<file path="src/rtl/mig_app_pkg.sv">
// Shared constants and types for the MIG application-port arbiter.
// The command encodings match the MIG 7-series app_cmd field.
package mig_app_pkg;

  localparam logic [2:0] CMD_WRITE = 3'b000;
  localparam logic [2:0] CMD_READ  = 3'b001;

  // One 256-bit word spans 8 MIG address units.
  localparam int ADDR_LSB = 3;

  typedef enum logic [1:0] {
    S_CALIB = 2'd0,
    S_IDLE  = 2'd1,
    S_ISSUE = 2'd2
  } state_t;

endpackage

</file>
<file path="src/rtl/tag_fifo.sv">
// 1-bit-wide synchronous FIFO that remembers which client issued each read.
// DEPTH must be a power of 2 so the pointers wrap naturally.
module tag_fifo #(
  parameter int DEPTH = 16
) (
  input  logic                   ui_clk,
  input  logic                   sys_rst,
  input  logic                   push,
  input  logic                   din,
  input  logic                   pop,
  output logic                   dout,
  output logic                   full,
  output logic                   empty,
  output logic [$clog2(DEPTH):0] count
);

  localparam int PW = $clog2(DEPTH);

  logic [DEPTH-1:0] mem;
  logic [PW-1:0]    wr_ptr;
  logic [PW-1:0]    rd_ptr;
  logic             do_push;
  logic             do_pop;

  assign full    = (count == (PW+1)'(DEPTH));
  assign empty   = (count == '0);
  assign do_pop  = pop && !empty;
  // A push into a full FIFO is only safe when the same cycle frees a slot.
  assign do_push = push && (!full || do_pop);
  assign dout    = mem[rd_ptr];

  always_ff @(posedge ui_clk or negedge sys_rst) begin
    if (!sys_rst) begin
      mem    <= '0;
      wr_ptr <= '0;
      rd_ptr <= '0;
      count  <= '0;
    end else begin
      if (do_push) begin
        mem[wr_ptr] <= din;
        wr_ptr      <= wr_ptr + 1'b1;
      end
      if (do_pop) begin
        rd_ptr <= rd_ptr + 1'b1;
      end
      case ({do_push, do_pop})
        2'b10:   count <= count + 1'b1;
        2'b01:   count <= count - 1'b1;
        default: count <= count;
      endcase
    end
  end

endmodule

</file>
<file path="src/rtl/mig_app_arbiter.sv">
// Round-robin sharing of the single MIG app_* port between the sample loader
// (client 0) and the playback engine (client 1), with in-order read return routing.
module mig_app_arbiter
  import mig_app_pkg::*;
#(
  parameter int ADDR_W   = 29,
  parameter int DATA_W   = 256,
  parameter int WADDR_W  = 26,
  parameter int RD_DEPTH = 16
) (
  input  logic                        ui_clk,
  input  logic                        sys_rst,
  input  logic                        init_calib_complete,

  input  logic                        c0_req,
  input  logic                        c0_we,
  input  logic [WADDR_W-1:0]          c0_addr,
  input  logic [DATA_W-1:0]           c0_wdata,
  output logic                        c0_ack,
  output logic                        c0_rvalid,

  input  logic                        c1_req,
  input  logic                        c1_we,
  input  logic [WADDR_W-1:0]          c1_addr,
  input  logic [DATA_W-1:0]           c1_wdata,
  output logic                        c1_ack,
  output logic                        c1_rvalid,

  output logic [DATA_W-1:0]           rdata,

  output logic [ADDR_W-1:0]           app_addr,
  output logic [2:0]                  app_cmd,
  output logic                        app_en,
  output logic [DATA_W-1:0]           app_wdf_data,
  output logic                        app_wdf_wren,
  output logic                        app_wdf_end,
  output logic [DATA_W/8-1:0]         app_wdf_mask,
  input  logic                        app_rdy,
  input  logic                        app_wdf_rdy,
  input  logic [DATA_W-1:0]           app_rd_data,
  input  logic                        app_rd_data_valid,

  output logic [$clog2(RD_DEPTH):0]   rd_outstanding,
  output logic                        err_unexp_rd
);

  state_t state;

  logic rr_last;
  logic cur_id;
  logic cur_we;
  logic cmd_done;
  logic dat_done;

  logic elig0;
  logic elig1;
  logic grant_valid;
  logic grant_id;
  logic sel_we;
  logic [WADDR_W-1:0] sel_addr;
  logic [DATA_W-1:0]  sel_wdata;

  logic cmd_acc;
  logic dat_acc;
  logic cmd_fin;
  logic dat_fin;
  logic issue_done;

  logic fifo_push;
  logic fifo_pop;
  logic fifo_dout;
  logic fifo_full;
  logic fifo_empty;

  // Reads are held back while the tag FIFO cannot record another outstanding id.
  always_comb begin
    elig0       = c0_req && (c0_we || !fifo_full);
    elig1       = c1_req && (c1_we || !fifo_full);
    grant_valid = elig0 || elig1;
    grant_id    = (elig0 && elig1) ? ~rr_last : elig1;
    sel_we      = grant_id ? c1_we    : c0_we;
    sel_addr    = grant_id ? c1_addr  : c0_addr;
    sel_wdata   = grant_id ? c1_wdata : c0_wdata;
  end

  // Command and write data may be accepted in different cycles; finish when both are in.
  always_comb begin
    cmd_acc    = app_en && app_rdy;
    dat_acc    = app_wdf_wren && app_wdf_rdy;
    cmd_fin    = cmd_done || cmd_acc;
    dat_fin    = dat_done || dat_acc || !cur_we;
    issue_done = (state == S_ISSUE) && cmd_fin && dat_fin;
    c0_ack     = issue_done && !cur_id;
    c1_ack     = issue_done && cur_id;
    fifo_push  = (state == S_ISSUE) && cmd_acc && !cur_we;
    fifo_pop   = app_rd_data_valid && !fifo_empty;
  end

  assign app_wdf_end  = app_wdf_wren;
  assign app_wdf_mask = '0;

  always_ff @(posedge ui_clk or negedge sys_rst) begin
    if (!sys_rst) begin
      state        <= S_CALIB;
      rr_last      <= 1'b1;
      cur_id       <= 1'b0;
      cur_we       <= 1'b0;
      cmd_done     <= 1'b0;
      dat_done     <= 1'b0;
      app_en       <= 1'b0;
      app_wdf_wren <= 1'b0;
      app_cmd      <= CMD_READ;
      app_addr     <= '0;
      app_wdf_data <= '0;
    end else begin
      case (state)
        S_CALIB: begin
          if (init_calib_complete) begin
            state <= S_IDLE;
          end
        end
        S_IDLE: begin
          if (!init_calib_complete) begin
            state <= S_CALIB;
          end else if (grant_valid) begin
            rr_last      <= grant_id;
            cur_id       <= grant_id;
            cur_we       <= sel_we;
            cmd_done     <= 1'b0;
            dat_done     <= 1'b0;
            app_en       <= 1'b1;
            app_cmd      <= sel_we ? CMD_WRITE : CMD_READ;
            app_addr     <= ADDR_W'({sel_addr, {ADDR_LSB{1'b0}}});
            app_wdf_wren <= sel_we;
            if (sel_we) begin
              app_wdf_data <= sel_wdata;
            end
            state        <= S_ISSUE;
          end
        end
        S_ISSUE: begin
          if (cmd_acc) begin
            app_en <= 1'b0;
          end
          if (dat_acc) begin
            app_wdf_wren <= 1'b0;
          end
          if (issue_done) begin
            cmd_done <= 1'b0;
            dat_done <= 1'b0;
            state    <= S_IDLE;
          end else begin
            cmd_done <= cmd_fin;
            dat_done <= dat_done || dat_acc;
          end
        end
        default: state <= S_CALIB;
      endcase
    end
  end

  // Read data comes back in issue order, so the FIFO head names its owner.
  always_ff @(posedge ui_clk or negedge sys_rst) begin
    if (!sys_rst) begin
      rdata        <= '0;
      c0_rvalid    <= 1'b0;
      c1_rvalid    <= 1'b0;
      err_unexp_rd <= 1'b0;
    end else begin
      rdata     <= app_rd_data;
      c0_rvalid <= fifo_pop && !fifo_dout;
      c1_rvalid <= fifo_pop && fifo_dout;
      if (app_rd_data_valid && fifo_empty) begin
        err_unexp_rd <= 1'b1;
      end
    end
  end

  tag_fifo #(
    .DEPTH (RD_DEPTH)
  ) u_tag_fifo (
    .ui_clk  (ui_clk),
    .sys_rst (sys_rst),
    .push    (fifo_push),
    .din     (cur_id),
    .pop     (fifo_pop),
    .dout    (fifo_dout),
    .full    (fifo_full),
    .empty   (fifo_empty),
    .count   (rd_outstanding)
  );

endmodule

</file>
<file path="config.mk">
export PLATFORM = sky130hd
export DESIGN_NAME = mig_app_arbiter
export DESIGN_NICKNAME = d
export VERILOG_FILES = /design/src/rtl/mig_app_pkg.sv /design/src/rtl/tag_fifo.sv /design/src/rtl/mig_app_arbiter.sv
export SDC_FILE = /design/constraint.sdc
export NUM_CORES = 1
export LEC_CHECK = 0
export CORE_AREA = 2 2 554 556
export DETAILED_ROUTE_END_ITERATION = 10
export DIE_AREA = 0 0 556 558
export HOLD_SLACK_MARGIN = 0.1
export SLEW_MARGIN = 10
export SYNTH_ARGS = -nofsm -noshare
export SYNTH_HDL_FRONTEND = slang
export SYNTH_SLANG_ARGS = --single-unit
export TNS_END_PERCENT = 30
</file>
<file path="constraint.sdc">
create_clock -name ui_clk -period 3.8 [get_ports ui_clk]
set_input_delay 0.76 -clock ui_clk [delete_from_list [all_inputs] [get_ports ui_clk]]
set_output_delay 0.76 -clock ui_clk [all_outputs]
set_load 0.05 [all_outputs]
</file>
==> run_results.csv, run 1 <==
group,metric,value,unit
run_status,status,"finished clean",
synthesis,syn_avg_cell_area,11.9,µm²
detailed_routing,dr_wl_met3,42000,µm
pwr,power_switching,0.0145,W
timing,rsz0062_at_grt,"false",
detailed_routing,drt-initial-drc-count,1528,
synthesis,netlist_instances,1757,
layout,final_cells,7308,
pwr,seqPwrFrac,0.283,
grt,grt_pass1_wl,288000,µm
clocking,clock_path_buffers,4,
synthesis,synthArstFlopShare,1.00,
floorplan,pin_count,1419,
grt,grt_max_degree,97,
detailed_routing,routed_wl,245000,µm
floorplan,rows,203,
setup_path,cp.arrival,2860,ps
place,dp_hpwl,219000,µm
detailed_routing,wl_met2,112000,µm
synthesis,ys_warn_count,0,
clocking,clkSlewWorstSetupHoldPaths,70,ps
setup_path,start_kind,"flop",
layout,syn_to_final_growth,104,%
pwr,power_density,740,nW/µm²
timing,timing.final.crit_share,0.954,
timing,timing.hold.ws,366,ps
pwr,p_sw_frac,0.459,
synthesis,yosys_register_bits,580,
grt,grt_overflow,0,
clocking,htreeDepth,3,
layout,mostFrequentLayoutCell,"clkdlybuf4s50_1",
floorplan,die_h,558,µm
timing,setup_viol,0,
clocking,root_buffer,"clkbuf_16",
clocking,insertion_delay,830,ps
detailed_routing,via_count,21700,
detailed_routing,drc_errors,0,
layout,layout_common_cells,"clkdlybuf4s50_1 (1362), dfrtp_1 (578), a21oi_1 (315)",
synthesis,netlist_area,20800,µm²
clocking,cts_buffers,84,
detailed_routing,met1_length,77400,µm
setup_path,required,3040,ps
clocking,cts.sinks,580,
pwr,p_comb_frac,0.454,
pwr,power_frac_clock,0.264,
timing,worstMarginPinSlew,1320,ps
floorplan,die_x,556,µm
grt,grt_usage,0.151,
setup_path,path_cells,"nand2b_1, a311oi_2, buf_6, and2_1, buf_12",
place,io_buffers,1381,
setup_path,crit_type,"flop to primary output",
setup_path,end_kind,"primary output",
detailed_routing,via_per_inst,2.97,
place,routabilityCongestion,1.10,
timing,min_period,3620,ps
timing,relSlewSlack,0.120,
synthesis,synth-edff-count,0,
pwr,leakagePower,17.1,nW
detailed_routing,wire_per_inst,33.5,µm
grt,first_global_vias,21100,
setup_path,worstPathMaxFanout,10,
detailed_routing,ant_nets,0,
min_path,hp-class,"input pin to flop",
grt,antenna_found_initial,368,
setup_path,critical-path-top-delay-family,"simple AND/OR/NAND/NOR gates",
layout,drive_gt1_frac,0.0688,
place,placedCellCount,7063,
timing,slew_viol_final,0,
pwr,vdd_ir_drop_max,321,µV
timing,max_freq,276,MHz
floorplan,initial_core_util,0.0684,
synthesis,synth_seq_area_share,0.697,
timing,postLayoutSetupSlackWorst,176,ps
synthesis,synth_ff_type,"dfrtp_1",
setup_path,slowest_stage,"nand2b_1",
detailed_routing,top_layer_used,"met5",
timing,skew,75.6,ps
pwr,p_int,0.0170,W
timing,final-hold-violation-count,0,
floorplan,coreArea,305000,µm²
run,drv_cap,0,
detailed_routing,dr.pass1.iters,5,
layout,fin_nets,3992,
setup_path,slowest_delay,570,ps
place,post-place-ws,122,ps
clocking,cts_setup_buffers,0,
synthesis,ys_types,42,
setup_path,cp_num_buf_inv,2,
floorplan,dieArea,310000,µm²
timing,setup-tns-final,0,ps
clocking,tritoncts,"yes",
layout,n_fill_cell,34100,
stage by stage:
stage,instance area [µm²],utilization,total power (W)
floorplan,21000,-,0.0162
global placement,39500,0.130,0.0232
detailed placement,39500,0.130,0.0235
CTS,42300,0.139,0.0321
global route,42400,0.139,0.0327
finish,42600,0.140,0.0315
power groups by stage:
stage | combinational [W] | clock, W | sequential [W]
5_1_grt | 0.0149 | 0.00880 | 0.00908
3_5_place_dp | 0.0145 | 0 | 0.00899
4_1_cts | 0.0145 | 0.00861 | 0.00890
6_report | 0.0143 | 0.00832 | 0.00891
2_1_floorplan | 0.00221 | 0 | 0.0140
3_3_place_gp | 0.0144 | 0 | 0.00889
Yosys cell counts (all sizes together), types with 12 or more instances:
cell / instances / area, µm²
o21ai: 12 / 60.1
nand2: 46 / 173
dfrtp: 578 / 14500
o22ai: 256 / 1600
mux2: 17 / 191
nor2: 32 / 120
a21oi: 315 / 1580
buf: 81 / 626
clkbuf: 66 / 248
nand3: 15 / 75.1
inv: 268 / 1010
routing by layer:
| layer | global-route usage | up-vias |
|---|---|---|
| met5 | 0.0100 | - |
| met2 | 0.245 | 1609 |
| met3 | 0.122 | 782 |
| met1 | 0.140 | 10100 |
| li1 | - | 8840 |
| met4 | 0.0583 | 344 |
flip-flops by register name, summed over array words and instances (netlist names), 2 cells and up:
signal,cells
u_tag_fifo.mem,16
rdata,256
u_tag_fifo.wr_ptr,4
u_tag_fifo.rd_ptr,4
app_wdf_data,256
u_tag_fifo.count,5
state,2
app_addr,26
kinds of logic (layout without fill, tap and decap cells):
group,count (synthesis),count (layout),share of synthesized area
other cells,1,134,0.000180
mux,22,22,0.0146
xor+xnor,12,12,0.00504
flops,580,580,0.697
compound gates,600,600,0.163
simple gates,118,118,0.0253
buf+inv,415,1836,0.0902
fa+ha+maj,9,9,0.00540
worst register-to-register path: cells and delay by family, from the launching register on:
kind	cells	cell delay, ps
AOI/OAI and AO/OA	3	480
DFF	1	480
adders and majority gates	2	550
and+or+nand+nor	3	1330
buffers and inverters	2	240
xor gates and xnor gates	2	310
cell type report:
cell class | count | area, µm² | area share
multi-input combinational | 798 | 4610 | 0.108
timing repair buffer | 1421 | 14400 | 0.337
clock buffer | 117 | 2400 | 0.0563
sequential | 580 | 14500 | 0.341
clock inverter | 30 | 459 | 0.0108
antenna | 97 | 243 | 0.00570
tap | 3997 | 5000 | 0.117
inverter | 268 | 1010 | 0.0236
what timing repair did:
action,in CTS,in global routing
hold endpoints to repair,36,0
hold buffers,1,0
setup endpoints to repair,0,1
gates resized for setup,0,1
worst paths after layout:
| kind | slack [ps] | to | depth (start not counted) | startpoint |
|---|---|---|---|---|
| worst max register to register | 280 | u_tag_fifo.count[4] | 12 | u_tag_fifo.count[2] |
| min in group asynchronous | 500 | app_addr[15] | 2 | sys_rst |
| worst max-delay path | 180 | c1_ack | 5 | state[0] |
| worst min register to register | 490 | u_tag_fifo.rd_ptr[3] | 1 | u_tag_fifo.rd_ptr[3] |
| worst min-delay path | 370 | rdata[10] | 1 | app_rd_data[10] |
| max in group asynchronous | 1980 | rdata[64] | 4 | sys_rst |
Note: power is estimated with default switching activity, not from simulation.
==> inputs of run 2 (changes only) <==
--- a/config.mk
+++ b/config.mk
@@ -9,6 +9,8 @@
 export DETAILED_ROUTE_END_ITERATION = 10
 export DIE_AREA = 0 0 556 558
 export HOLD_SLACK_MARGIN = 0.1
+export MAX_ROUTING_LAYER = met4
+export PLACE_DENSITY = 0.3
 export SLEW_MARGIN = 10
 export SYNTH_ARGS = -nofsm -noshare
 export SYNTH_HDL_FRONTEND = slang
==> run_results.csv, run 2 (synthesis gave the netlist of run 1 again) <==
group,metric,value,unit
pwr,vdd_ir_drop_max,368,µV
timing,max_freq,287,MHz
detailed_routing,wire_per_inst,29.5,µm
detailed_routing,routed_wl,219000,µm
layout,layout_common_cells,"clkdlybuf4s50_1 (1375), dfrtp_1 (578), a21oi_1 (315)",
floorplan,rows,203,
clocking,insertion_delay,830,ps
grt,grt_max_degree,113,
layout,syn_to_final_growth,106,%
clocking,cts.sinks,580,
pwr,p_comb_frac,0.434,
setup_path,r2r_cells,8,
clocking,tritoncts,"yes",
timing,min_period,3490,ps
timing,worstMarginPinSlew,1020,ps
detailed_routing,via_per_inst,2.80,
floorplan,coreArea,305000,µm²
setup_path,end_kind,"primary output",
min_path,holdPathStages,1,
timing,setup_viol,0,
setup_path,path_cells,"nand2b_1, a311oi_1, nor2b_1, buf_12",
pwr,power_frac_clock,0.275,
place,io_buffers,1381,
timing,slew_viol_final,0,
floorplan,dieArea,310000,µm²
setup_path,worstPathMaxFanout,10,
setup_path,rrSetupSlack,810,ps
detailed_routing,ant_nets,0,
floorplan,initial_core_util,0.0684,
grt,antenna_found_initial,275,
timing,timing.final.crit_share,0.918,
clocking,clkSlewWorstSetupHoldPaths,60,ps
floorplan,die_h,558,µm
pwr,p_int,0.0171,W
setup_path,timing.rr.start,"u_tag_fifo.count[0]",
grt,grt_overflow,0,
pwr,power_density,709,nW/µm²
setup_path,r2r-end,"app_wdf_data[164]",
place,routabilityCongestion,0.901,
setup_path,crit_type,"flop to primary output",
grt,grt_usage,0.140,
detailed_routing,via_count,20700,
layout,n_fill_cell,34300,
run_status,status,"finished clean",
place,dp_hpwl,190000,µm
layout,fin_nets,4027,
detailed_routing,drc_errors,0,
setup_path,start_kind,"flop",
timing,setup-tns-final,0,ps
pwr,seqPwrFrac,0.291,
timing,skew,106,ps
timing,relSlewSlack,0.321,
run,drv_cap,0,
setup_path,required,3040,ps
min_path,hold_path_startpoint,"app_rd_data[49]",
grt,first_global_vias,21400,
timing,final-hold-violation-count,0,
grt,grt_pass1_wl,266000,µm
min_path,hp-class,"input pin to flop",
floorplan,die_x,556,µm
detailed_routing,drt-initial-drc-count,1056,
setup_path,slowest_delay,770,ps
setup_path,cp.arrival,2730,ps
detailed_routing,dr.pass1.iters,5,
clocking,clock_path_buffers,4,
pwr,power_switching,0.0134,W
pwr,report.power.total,0.0305,W
timing,rsz0062_at_grt,"false",
pwr,leakagePower,17.2,nW
setup_path,slowest_stage,"a311oi_1",
layout,mostFrequentLayoutCell,"clkdlybuf4s50_1",
floorplan,pin_count,1419,
layout,drive_gt1_frac,0.0732,
layout,design_area,43000,µm²
clocking,cts_buffers,89,
min_path,whs_endpoint,"rdata[49]",
place,dpl_cell_area,39700,µm²
pwr,p_sw_frac,0.440,
clocking,htreeDepth,3,
layout,top_regs,"app_wdf_data (256), rdata (256), app_addr (26)",
clocking,root_buffer,"clkbuf_16",
==> run 2: changes by cell type in the layout (fill, tap and decap cells not counted), sizes merged <==
cell	before	now
bufinv	9	4
clkinv	9	12
buf	58	75
diode	97	157
clkbuf	117	130
inv	277	271
clkinvlp	3	6
clkdlybuf4s50	1362	1375
==> run 2: power groups by stage <==
stage	Clock, W	Combinational [W]	Sequential [W]
2_1_floorplan	0	0.00221	0.0140
3_3_place_gp	0	0.0135	0.00895
3_5_place_dp	0	0.0135	0.00899
4_1_cts	0.00877	0.0135	0.00890
5_1_grt	0.00896	0.0139	0.00908
6_report	0.00838	0.0132	0.00888
==> run 2: stage by stage <==
step                worst slack [ps]  cells  hold WS, ps  utilization
floorplan                        466   1793          442            -
global placement                 323   7093          485        0.131
detailed placement               462   7093          482        0.131
CTS                              229   7249          262        0.140
global route                     120   7397          298        0.141
finish                           313   7406          366        0.141
==> run 2: critical path, delay by kind of cell, from the launching register on <==
family	cells	cell delay, ps
AOI/OAI and AO/OA	1	770
buffers and inverters	1	180
and+or+nand+nor	2	630
DFF	1	390
==> run 2: cell type report <==
class	count	area (µm²)	share of cell area
multi-input combinational	798	4600	0.107
timing repair buffer	1451	14600	0.340
clock inverter	25	295	0.00686
clock buffer	130	2570	0.0598
antenna	157	393	0.00913
inverter	268	1010	0.0234
tap	3997	5000	0.116
sequential	580	14500	0.337
==> run 2: how the worst max path moves through the flow <==
stage | start | end | slack, ps | cells past startpoint
after CTS | state[0] | c0_ack | 230 | 4
after detailed placement | app_wdf_rdy | c0_ack | 460 | 5
after floorplan | u_tag_fifo.count[1] | u_tag_fifo.count[4] | 470 | 14
after global routing | state[0] | c0_ack | 120 | 4
final | state[0] | c0_ack | 310 | 4
after global placement | app_rd_data_valid | u_tag_fifo.count[4] | 320 | 13
==> run 2: what timing repair did <==
| action | CTS | global route |
|---|---|---|
| hold buffers | 1 | 0 |
| hold endpoints to repair | 32 | 0 |
| buffers inserted | 0 | 0 |
| resized for setup | 0 | 0 |
==> run 2: per-layer routing <==
| metal | wire [µm] | GRT usage | vias to the layer above |
|---|---|---|---|
| li1 | - | - | 9061 |
| met1 | 74600 | 0.132 | 10100 |
| met2 | 107000 | 0.238 | 1278 |
| met3 | 32300 | 0.0949 | 304 |
| met4 | 4580 | 0.0230 | 0 |
| met5 | 0 | - | - |
==> inputs of run 3 (changes only) <==
--- a/config.mk
+++ b/config.mk
@@ -5,13 +5,13 @@
 export SDC_FILE = /design/constraint.sdc
 export NUM_CORES = 1
 export LEC_CHECK = 0
-export CORE_AREA = 2 2 554 556
+export CORE_AREA = 10 10 546 548
 export DETAILED_ROUTE_END_ITERATION = 10
 export DIE_AREA = 0 0 556 558
 export HOLD_SLACK_MARGIN = 0.1
 export MAX_ROUTING_LAYER = met4
 export PLACE_DENSITY = 0.3
-export SLEW_MARGIN = 10
+export SLEW_MARGIN = 20
 export SYNTH_ARGS = -nofsm -noshare
 export SYNTH_HDL_FRONTEND = slang
 export SYNTH_SLANG_ARGS = --single-unit
==> run_results.csv, run 3 (synthesis gave the netlist of run 1 again) <==
group,metric,value,unit
run,drv_cap,0,
pwr,vdd_ir_drop_max,310,µV
clocking,htreeDepth,3,
grt,first_global_vias,21900,
setup_path,end_kind,"primary output",
detailed_routing,routed_wl,221000,µm
setup_path,start_kind,"flop",
timing,setup_viol,0,
clocking,tritoncts,"yes",
setup_path,r2r_cells,7,
grt,grt_max_degree,86,
setup_path,path_cells,"nand2b_1, a311oi_1, nor2b_1, buf_12",
detailed_routing,drt-initial-drc-count,1252,
clocking,cts_buffers,89,
floorplan,die_x,556,µm
timing,slew_viol_final,0,
setup_path,endpoint,"c0_ack",
place,io_buffers,1381,
layout,fin_nets,4029,
setup_path,cp-startpoint,"state[0]",
setup_path,r2r-end,"app_wdf_data[108]",
timing,final-hold-violation-count,0,
setup_path,crit_type,"flop to primary output",
floorplan,initial_core_util,0.0726,
layout,mostFrequentLayoutCell,"clkdlybuf4s50_1",
setup_path,rrSetupSlack,600,ps
pwr,leakagePower,17.2,nW
setup_path,required,3040,ps
setup_path,cp_num_buf_inv,1,
floorplan,rows,197,
clocking,insertion_delay,810,ps
detailed_routing,via_per_inst,2.89,
timing,skew,69.4,ps
clocking,clock_path_buffers,4,
setup_path,cp.arrival,2690,ps
clocking,root_buffer,"clkbuf_16",
pwr,power_density,710,nW/µm²
setup_path,slowest_delay,720,ps
detailed_routing,wire_per_inst,30.7,µm
grt,antenna_found_initial,269,
grt,grt_pass1_wl,271000,µm
timing,setup-tns-final,0,ps
layout,top_regs,"app_wdf_data (256), rdata (256), app_addr (26)",
grt,grt_usage,0.139,
min_path,hold_path_startpoint,"app_rd_data[254]",
setup_path,slowest_stage,"a311oi_1",
detailed_routing,dr.pass1.iters,5,
layout,drive_gt1_frac,0.0717,
detailed_routing,ant_nets,0,
timing,max_freq,290,MHz
floorplan,coreArea,287000,µm²
floorplan,die_h,558,µm
timing,timing.final.crit_share,0.907,
setup_path,critical-path-top-delay-family,"compound AO/OA/AOI/OAI gates",
floorplan,dieArea,310000,µm²
place,post-place-ws,344,ps
detailed_routing,drc_errors,0,
timing,worstMarginPinSlew,1000,ps
layout,syn_to_final_growth,105,%
clocking,cts.sinks,580,
run_status,status,"finished clean",
grt,grt_overflow,0,
timing,relSlewSlack,0.328,
layout,layout_common_cells,"clkdlybuf4s50_1 (1377), dfrtp_1 (578), a21oi_1 (315)",
setup_path,worstPathMaxFanout,10,
timing,min_period,3450,ps
detailed_routing,via_count,20800,
setup_path,cp.depth,4,
place,routabilityCongestion,0.845,
floorplan,pin_count,1419,
timing,postLayoutSetupSlackWorst,353,ps
setup_path,timing.rr.start,"u_tag_fifo.count[0]",
clocking,clkSlewWorstSetupHoldPaths,60,ps
timing,rsz0062_at_grt,"false",
place,dp_hpwl,194000,µm
min_path,hp-class,"input pin to flop",
layout,final_core_util,0.149,
==> run 3: cell count changes in the layout (fill, tap and decap cells not counted) <==
cell	delta
clkinv_16	-1
clkinv_8	-1
inv_16	+1
clkdlybuf4s50_1	+2
clkbuf_8	+1
clkinv_4	-1
inv_6	+2
clkinv_2	-1
diode_2	+6
clkinvlp_4	-4
bufinv_16	-1
==> run 3: worst min path at each step <==
stage	to	cells past startpoint
4_1_cts	rdata[143]	1
6_report	rdata[254]	1
3_5_place_dp	u_tag_fifo.rd_ptr[3]	1
5_1_grt	rdata[176]	1
3_3_place_gp	u_tag_fifo.rd_ptr[3]	1
2_1_floorplan	state[0]	1
==> run 3: area by class of cell <==
class	instances	area (µm²)
Clock buffer	131	2580
Inverter	268	1010
Clock inverter	19	213
Tap cell	3781	4730
Fill cell	32200	244000
Multi-Input combinational cell	798	4600
Timing Repair Buffer	1453	14700
Sequential cell	580	14500
Antenna cell	163	408
==> run 3: routing by layer <==
metal  routed length [µm]  vias up  global-route usage
li1                     -     9077                   -
met1                77000    10100               0.137
met2               110000     1279               0.242
met3                28800      314              0.0806
met4                 4970        0              0.0228
met5                    0        -                   -
==> run 3: timing repair <==
item	CTS	global route
hold buffers	1	0
setup endpoints to repair	0	0
endpoints found under the hold margin	32	0
gates resized for setup	0	0
setup buffers	0	0
==> run 3: power breakdown <==
group | switching (W) | internal (W) | leakage [nW]
Combinational | 0.00896 | 0.00432 | 9.31
Sequential | 0.00102 | 0.00780 | 6.51
Clock | 0.00336 | 0.00488 | 1.37
==> run 3: metrics by stage <==
step           hold WS (ps)  total power, W  instance area [µm²]  std cells
2_1_floorplan           442          0.0162                21000       1793
3_3_place_gp            473          0.0224                39500       6879
3_5_place_dp            478          0.0225                39500       6879
4_1_cts                 290          0.0310                42300       7030
5_1_grt                 323          0.0318                42700       7188
6_report                386          0.0303                42700       7193
